--- src/rtl/multi_digit_score_display.sv ---
// Binary score to multi-digit 7-segment driver: serial double-dabble conversion,
// overflow indication, leading-zero blanking and whole-display blink.
//
// state     | meaning
// S_IDLE    | waiting for i_Load; display register holds last result
// S_CONVERT | one double-dabble step per cycle until the counter hits 0
module multi_digit_score_display #(
   parameter int NUM_DIGITS  = 2,
   parameter int SCORE_WIDTH = 7,
   parameter int BLINK_DIV   = 12_500_000
) (
   input  logic                    i_Clk,
   input  logic                    i_Rst,
   input  logic [SCORE_WIDTH-1:0]  i_Score,
   input  logic                    i_Load,
   input  logic                    i_Blank_Zeros,
   input  logic                    i_Blink_En,
   output logic                    o_Busy,
   output logic [7*NUM_DIGITS-1:0] o_Segments
);

   // Decimal digits of the largest score, plus one guard nibble.
   function automatic int dec_digits(input int w);
      int v;
      int n;
      v = (1 << w) - 1;
      n = 0;
      while (v > 0) begin
         n++;
         v = v / 10;
      end
      return n;
   endfunction

   localparam int NIB     = dec_digits(SCORE_WIDTH) + 1;
   localparam int MAX_VAL = 10**NUM_DIGITS - 1;
   localparam int CW      = $clog2(SCORE_WIDTH + 1);
   localparam int BW      = $clog2(BLINK_DIV);

   function automatic logic [6:0] seg_enc(input logic [3:0] d);
      case (d)
         4'd0:    return 7'h7E;
         4'd1:    return 7'h30;
         4'd2:    return 7'h6D;
         4'd3:    return 7'h79;
         4'd4:    return 7'h33;
         4'd5:    return 7'h5B;
         4'd6:    return 7'h5F;
         4'd7:    return 7'h70;
         4'd8:    return 7'h7F;
         4'd9:    return 7'h7B;
         default: return 7'h00;
      endcase
   endfunction

   typedef enum logic {S_IDLE, S_CONVERT} state_t;

   state_t                     state;
   logic [CW-1:0]              cnt;
   logic [SCORE_WIDTH-1:0]     sr;
   logic [4*NIB-1:0]           bcd;
   logic [4*NIB-1:0]           bcd_adj;
   logic [4*(NIB+NUM_DIGITS)-1:0] bcd_ext;
   logic                       ovf_pend;
   logic [4*NUM_DIGITS-1:0]    disp;
   logic                       disp_ovf;
   logic [BW-1:0]              blink_cnt;
   logic                       phase_on;
   logic [7*NUM_DIGITS-1:0]    seg_next;
   logic [3:0]                 nib;
   logic                       lead;
   logic                       blank;
   logic [31:0]                score_wide;

   assign score_wide = 32'(i_Score);
   assign bcd_ext    = {{(4*NUM_DIGITS){1'b0}}, bcd};

   always_comb begin
      bcd_adj = bcd;
      for (int i = 0; i < NIB; i++) begin
         if (bcd[4*i +: 4] >= 4'd5)
            bcd_adj[4*i +: 4] = bcd[4*i +: 4] + 4'd3;
      end
   end

   always_ff @(posedge i_Clk or posedge i_Rst) begin
      if (i_Rst) begin
         state    <= S_IDLE;
         cnt      <= '0;
         o_Busy   <= 1'b0;
         sr       <= '0;
         bcd      <= '0;
         ovf_pend <= 1'b0;
         disp     <= '0;
         disp_ovf <= 1'b0;
      end else begin
         case (state)
            S_IDLE: begin
               if (i_Load) begin
                  sr       <= i_Score;
                  bcd      <= '0;
                  cnt      <= CW'(SCORE_WIDTH);
                  ovf_pend <= (score_wide > 32'(MAX_VAL));
                  o_Busy   <= 1'b1;
                  state    <= S_CONVERT;
               end
            end
            S_CONVERT: begin
               if (cnt == '0) begin
                  disp     <= bcd_ext[4*NUM_DIGITS-1:0];
                  disp_ovf <= ovf_pend;
                  o_Busy   <= 1'b0;
                  state    <= S_IDLE;
               end else begin
                  {bcd, sr} <= {bcd_adj, sr} << 1;
                  cnt       <= cnt - 1'b1;
               end
            end
            default: state <= S_IDLE;
         endcase
      end
   end

   always_ff @(posedge i_Clk or posedge i_Rst) begin
      if (i_Rst) begin
         blink_cnt <= '0;
         phase_on  <= 1'b1;
      end else if (blink_cnt == BW'(BLINK_DIV - 1)) begin
         blink_cnt <= '0;
         phase_on  <= ~phase_on;
      end else begin
         blink_cnt <= blink_cnt + 1'b1;
      end
   end

   // Walk from the most significant digit; blanking stops at the first nonzero digit.
   always_comb begin
      seg_next = '1;
      nib      = '0;
      lead     = 1'b1;
      blank    = 1'b0;
      for (int k = NUM_DIGITS - 1; k >= 0; k--) begin
         nib   = disp[4*k +: 4];
         blank = i_Blank_Zeros && lead && (k != 0) && (nib == 4'd0);
         if (nib != 4'd0)
            lead = 1'b0;
         if (disp_ovf)
            seg_next[7*k +: 7] = ~7'h47;
         else if (blank)
            seg_next[7*k +: 7] = 7'h7F;
         else
            seg_next[7*k +: 7] = ~seg_enc(nib);
      end
      if (i_Blink_En && !phase_on)
         seg_next = '1;
   end

   always_ff @(posedge i_Clk or posedge i_Rst) begin
      if (i_Rst)
         o_Segments <= '1;
      else
         o_Segments <= seg_next;
   end

endmodule

--- config.mk ---
export PLATFORM = sky130hd
export DESIGN_NAME = multi_digit_score_display
export DESIGN_NICKNAME = d
export VERILOG_FILES = /design/src/rtl/multi_digit_score_display.sv
export SDC_FILE = /design/constraint.sdc
export NUM_CORES = 1
export LEC_CHECK = 0
export CAP_MARGIN = 30
export CELL_PAD_IN_SITES_DETAIL_PLACEMENT = 1
export CELL_PAD_IN_SITES_GLOBAL_PLACEMENT = 1
export CORE_MARGIN = 10
export CORE_UTILIZATION = 49
export DETAILED_ROUTE_END_ITERATION = 8
export GPL_ROUTABILITY_DRIVEN = 0
export PLACE_DENSITY_LB_ADDON = 0.15
export RECOVER_POWER = 50
export SYNTH_ARGS = -nofsm -noshare
export SYNTH_HDL_FRONTEND = slang
export SYNTH_SLANG_ARGS = --single-unit
--- constraint.sdc ---
create_clock -name i_Clk -period 3.31 [get_ports i_Clk]
set_input_delay 0.662 -clock i_Clk [delete_from_list [all_inputs] [get_ports i_Clk]]
set_output_delay 0.662 -clock i_Clk [all_outputs]
set_load 0.05 [all_outputs]
# --- Yosys cells after proc, flatten, opt, wreduce, memory -nomap -nowiden ---
# Memories as Yosys holds them, arrays and structs flattened.
# Cells that the tools add are included.
op_classes:
  eq_ne: 4
  bitwise_logic: 4
  n_reduce_logical: 9
  addsub: 6
  muxes: 27
  order_cmp: 5
ops:
  columns: ["operator", "count"]
  rows:
  - ["two-way mux 7 bit", 8]
  - ["two-way mux 16 bit", 2]
  - ["one-hot mux 16 bit (2 select lines)", 1]
  - ["adder 24 x 1 -> 24 bit, second input constant", 1]
  - ["== test 24 bit, second input constant", 1]
  - ["two-way mux 24 bit", 1]
  - [">= comparator 4 x 3 -> 1 bit, second input constant", 4]
  - ["two-way mux 14 bit", 1]
  - ["inverter 7 bit", 2]
  - ["one-hot mux 7 bit (2 select lines)", 1]
  - ["adder 4 x 2 -> 4 bit, second input constant", 3]
  - ["two-way mux 4 bit", 3]
  - ["two-way mux 3 bit", 3]
  - ["AND reduction 2 bit", 4]
  - ["greater-than comparator 7 bit, second input constant", 1]
  - ["one-hot mux 3 bit (2 select lines)", 1]
  - ["zero test 4 bit", 1]
  - ["two-way mux 1 bit", 4]
  - ["!= test 2 bit, second input constant", 2]
  - ["one-hot mux 1 bit (2 select lines)", 2]
  - ["adder 3 x 2 -> 3 bit, second input constant", 1]
  - ["zero test 3 bit", 1]
  - ["subtractor 3 x 1 -> 3 bit, second input constant", 1]
  - ["logical AND 1 bit", 2]
  - ["other kinds (3)", 4]
totals:
  register_bits: 77
  elab_cells: 68
  rom_bits: 224
  n_memories: 2
memory_table:
  columns: ["name", "depth", "word_bits", "read_ports", "rd_clocked_by_memory_dff", "write_ports", "line_no", "source"]
  rows:
  - ["(no name shown)", 16, 7, 1, 0, 0, "41", "case (d)"]
  - ["(no name shown)", 16, 7, 1, 0, 0, "41", null]

# --- Depth between registers and ports, before layout ---
depth:
  depth_word: 8
  ltp_mapped: 7
  depth_no_buf: 7

# --- Worst setup path after synthesis ---
# No wires, ideal clock.
synth_path:
  path_type: "register -> register"
  startpoint: "reg blink_cnt[0]"
  endpoint: "reg blink_cnt[20]"
  path_slack_ps: 1599
  period_less_slack_ps: 1711
  setup_ps: 77
  path_stages_with_launch: 7
  t_arrival_ps: 1634
  path_cell_list: "dfrtp_1 ha_1 and4_1 buf_2 nand4_2 or4_1 a21oi_1"
synth_via:
  elab_chain_len: 2
  elab_cells_between_ends: 3
  cone_classes: "add/sub (1); eq/ne (1); mux (1)"
synth_lines:
  columns: ["item", "line_no", "source"]
  rows:
  - ["start: declaration", "67", "logic [BW-1:0] blink_cnt;"]
  - ["start signal: assignment", "132", "blink_cnt <= blink_cnt + 1'b1;"]
  - ["adder 24 x 1 -> 24 bit / == test 24 bit (equally long branches)", "132, 128", null]
  - ["two-way mux 24 bit (*)", "128", "end else if (blink_cnt == BW'(BLINK_DIV - 1)) begin"]
# Every way passes the cells marked *; elsewhere a longest branch is shown, timed or not.
# A chain may end at the register's enable or synchronous reset.

# --- Worst setup path after layout ---
layout_path:
  startpoint: "reg o_Segments[5]"
  endpoint: "out o_Segments[5]"
layout_rtl:
  columns: ["item", "line_no", "source"]
  rows:
  - ["start: declaration", "19", "output logic [7*NUM_DIGITS-1:0] o_Segments"]
  - ["start signal: assignment", "162", "o_Segments <= seg_next;"]
# No word-level cell between the ends.

==> key figures <==
Logic synthesis
  – Seq/Total Area, Yosys: 51.1%
  – Synthesized area per cell: 10.4 um^2
  – Post-Syn Area: 3420 um^2
  – Distinct cells, synth: 43
  – Synth Warn #: 0
  – Synth Instances: 329
  – Syn_nets: 358
  – Yosys reg bits: 69

CTS
  – Hold buffers post-CTS: 0
  – H-tree levels: 3
  – Setup bufs post-CTS: 0
  – PostCTS Resize Cnt: 0
  – Root Driver: clkbuf_8
  – Clock slew at reported path FFs: 0.08 ns
  – Clock Latency Late Sink: 0.34 ns
  – Clock Sinks: 69
  – CTS tree: yes
  – Clk buf depth: 2
  – TritonCTS buffer count: 9

Floorplanning
  – Total core area: 6790 um^2
  – Die W: 104 um
  – Core Rows: 30
  – Height of the chip: 104 um
  – IO Count: 27
  – DIE AREA: 10,700 um^2
  – Initial core utilization: 50.3%

Timing
  – Worst slew pin tran: 1.26 ns
  – Relative slew slack: 16.1%
  – Slew Viols, Final: 0
  – Fmax: 430 MHz
  – Setup TNS: 0 ns
  – Final setup violation count: 0
  – Setup Skew: 0.0107 ns
  – Fin. Hold Viols: 0
  – Unrepaired setup endpoints after global routing: false
  – Min Tclk post-route: 2.32 ns
  – Final period util: 70.2%

Critical path
  – Worst-path cell chain: clkdlybuf4s50_1
  – Worst path depth: 1
  – Critical Path AT: 1.66 ns
  – Slowest cell delay on critical path: 0.79 ns
  – Slowest CP cell: clkdlybuf4s50_1
  – CP max FO: 1
  – Setup crit start kind: flop
  – CP required: 2.65 ns
  – Critical path type: reg -> out
  – Worst path buffer plus inverter count: 1
  – CP Capture Type: primary output
  – Worst Reg-to-Reg Cells: 4
  – Delay-heaviest family, CP: buffers and inverters

Route
  – Final ANT Viol Nets: 0
  – Iter 0 DRT Violations: 71
  – DR WL/cell: 15.3 um
  – # DRC: 0
  – Vias per inst: 5.49
  – TritonRoute pass-1 iters: 4
  – Via count: 2,509
  – Routed wire length: 7000 um

GRT
  – Gr usage total: 13.6%
  – Initial antenna violation count: 0
  – First-pass GRT wire length: 12,400 um
  – Largest net degree at the start of global routing: 39
  – Overflow after GRT: 0
  – Vias in the first global route: 2,655

Layout
  – Fillers: 769
  – # diodes: 0
  – Area of the multi-input gates: 1540 um^2
  – Share of cells above drive strength 1: 13.6%
  – Nets: 385
  – Reg area: 1750 um^2
  – Area Overhead vs Synth: 16.3%

Power and ir drop
  – Pwr/cell area: 858 nW/um^2
  – Leakage power: 1.79 nW
  – Peak supply drop: 0.349 mV
  – Pwr Total: 3.41 mW

Status
  – Status: finished, final reports clean

Placed design
  – Detailed placement HPWL: 4990 um
  – IO buf count: 26

Min path
  – Hold depth: 2
  – Worst hold path type: reg -> reg

Job
  – Max-cap violations: 0
[cells in the mapped netlist (all sizes together)]
master	n	area share [%]
nor2b	5	0.92
o22ai	1	0.18
o211ai	1	0.22
nor3	3	0.77
o311ai	1	0.26
nor2	19	2.1
buf	5	0.99
or4	3	0.77
ha	17	6.2
nand3	16	2.5
clkbuf	7	0.77
nand2b	9	1.6
inv	19	2.1
a21oi	16	2.5
a211oi	3	0.66
xor2	11	2.8
dfrtp	54	40
nand4	10	2.2
and3	4	0.81
dfstp	15	12
a21boi	1	0.22
mux2	8	2.6
xnor2	8	2.1
or3	4	0.73
o31ai	6	1.3
o21ai	36	5.3
nand3b	2	0.44
mux2i	8	2.3
and4	4	1.1
nor3b	1	0.22
a32o	2	0.59
and2	1	0.18
nor4b	2	0.51
nand2	27	3.0
[worst reg2reg max path: stages, from the launching register on]
cell	delay (ns)
dfrtp_1	0.49
nor4b_1	0.49
nand3_1	0.21
nor3_4	0.65
xor2_1	0.20
[cells in the final DEF, fill, tap and decap left out, drive strengths merged, types with 15 or more instances in the layout]
| cell type | netlist | layout |
|---|---|---|
| nor2 | 19 | 19 |
| a21oi | 16 | 16 |
| dfstp | 15 | 15 |
| ha | 17 | 17 |
| clkdlybuf4s50 | 0 | 24 |
| nand3 | 16 | 16 |
| inv | 19 | 19 |
| dfrtp | 54 | 54 |
| o21ai | 36 | 36 |
| nand2 | 27 | 27 |
[area by class of cell]
cell class                      count  area share [%]
Timing Repair Buffer               28            7.24
Multi-Input combinational cell    229            38.7
Clock buffer                       12            4.16
Sequential cell                    69            43.9
Tap cell                           96            3.02
Clock inverter                      4            1.13
Inverter                           19            1.79
[cells by family (layout without fill, tap and decap cells)]
kind of cell	count (synthesis)	after routing	synth area share [%]
AND/OR/NAND/NOR	110	110	17.8
flip-flops	69	69	51.1
AO/OA/AOI/OAI	67	67	11.2
buffers and inverters	31	63	3.84
XOR/XNOR	19	19	4.87
adder cells (fa/ha/maj)	17	17	6.22
multiplexers	16	16	4.98
[per-layer routing]
layer  global-route usage [%]  vias to the layer above  wire length, um
met4                     6.35                        0              116
met3                     2.73                        9              254
met1                     17.0                     1259             3320
li1                         -                     1199                -
met5                        0                        -                0
met2                     21.9                       42             3320
[where the power goes]
group | internal [mW] | total (mW) | switching, mW
Clock | 0.406 | 0.712 | 0.306
Sequential | 1.14 | 1.36 | 0.221
Combinational | 0.527 | 1.34 | 0.811
[through the flow]
| step | setup slack, ns | hold slack [ns] | utilization (%) | cell area (um^2) | std cells |
|---|---|---|---|---|---|
| after floorplan | 0.933 | 0.439 | - | 3420 | 329 |
| after global placement | 1.16 | 0.461 | 55.4 | 3760 | 441 |
| after detailed placement | 1.01 | 0.471 | 55.4 | 3760 | 441 |
| after CTS | 0.965 | 0.489 | 58.5 | 3980 | 457 |
| after global routing | 0.950 | 0.528 | 58.5 | 3970 | 457 |
| final | 0.986 | 0.482 | 58.5 | 3970 | 457 |
[worst paths after layout]
check	from	to	slack, ns
worst max-delay path	o_Segments[5]	o_Segments[5]	0.99
max in group asynchronous	i_Rst	o_Segments[2]	1.33
min in group asynchronous	i_Rst	blink_cnt[0]	1.10
worst max register to register	blink_cnt[5]	phase_on	1.20
worst min-delay path	sr[6]	bcd[0]	0.48
worst min register to register	sr[6]	bcd[0]	0.48
[flip-flops by register name, summed over array words and instances (netlist names), 3 cells and up]
signal,flops
sr,7
disp,8
blink_cnt,24
o_Segments,14
cnt,3
bcd,8
No activity file was read; power rests on OpenSTA's default activity.
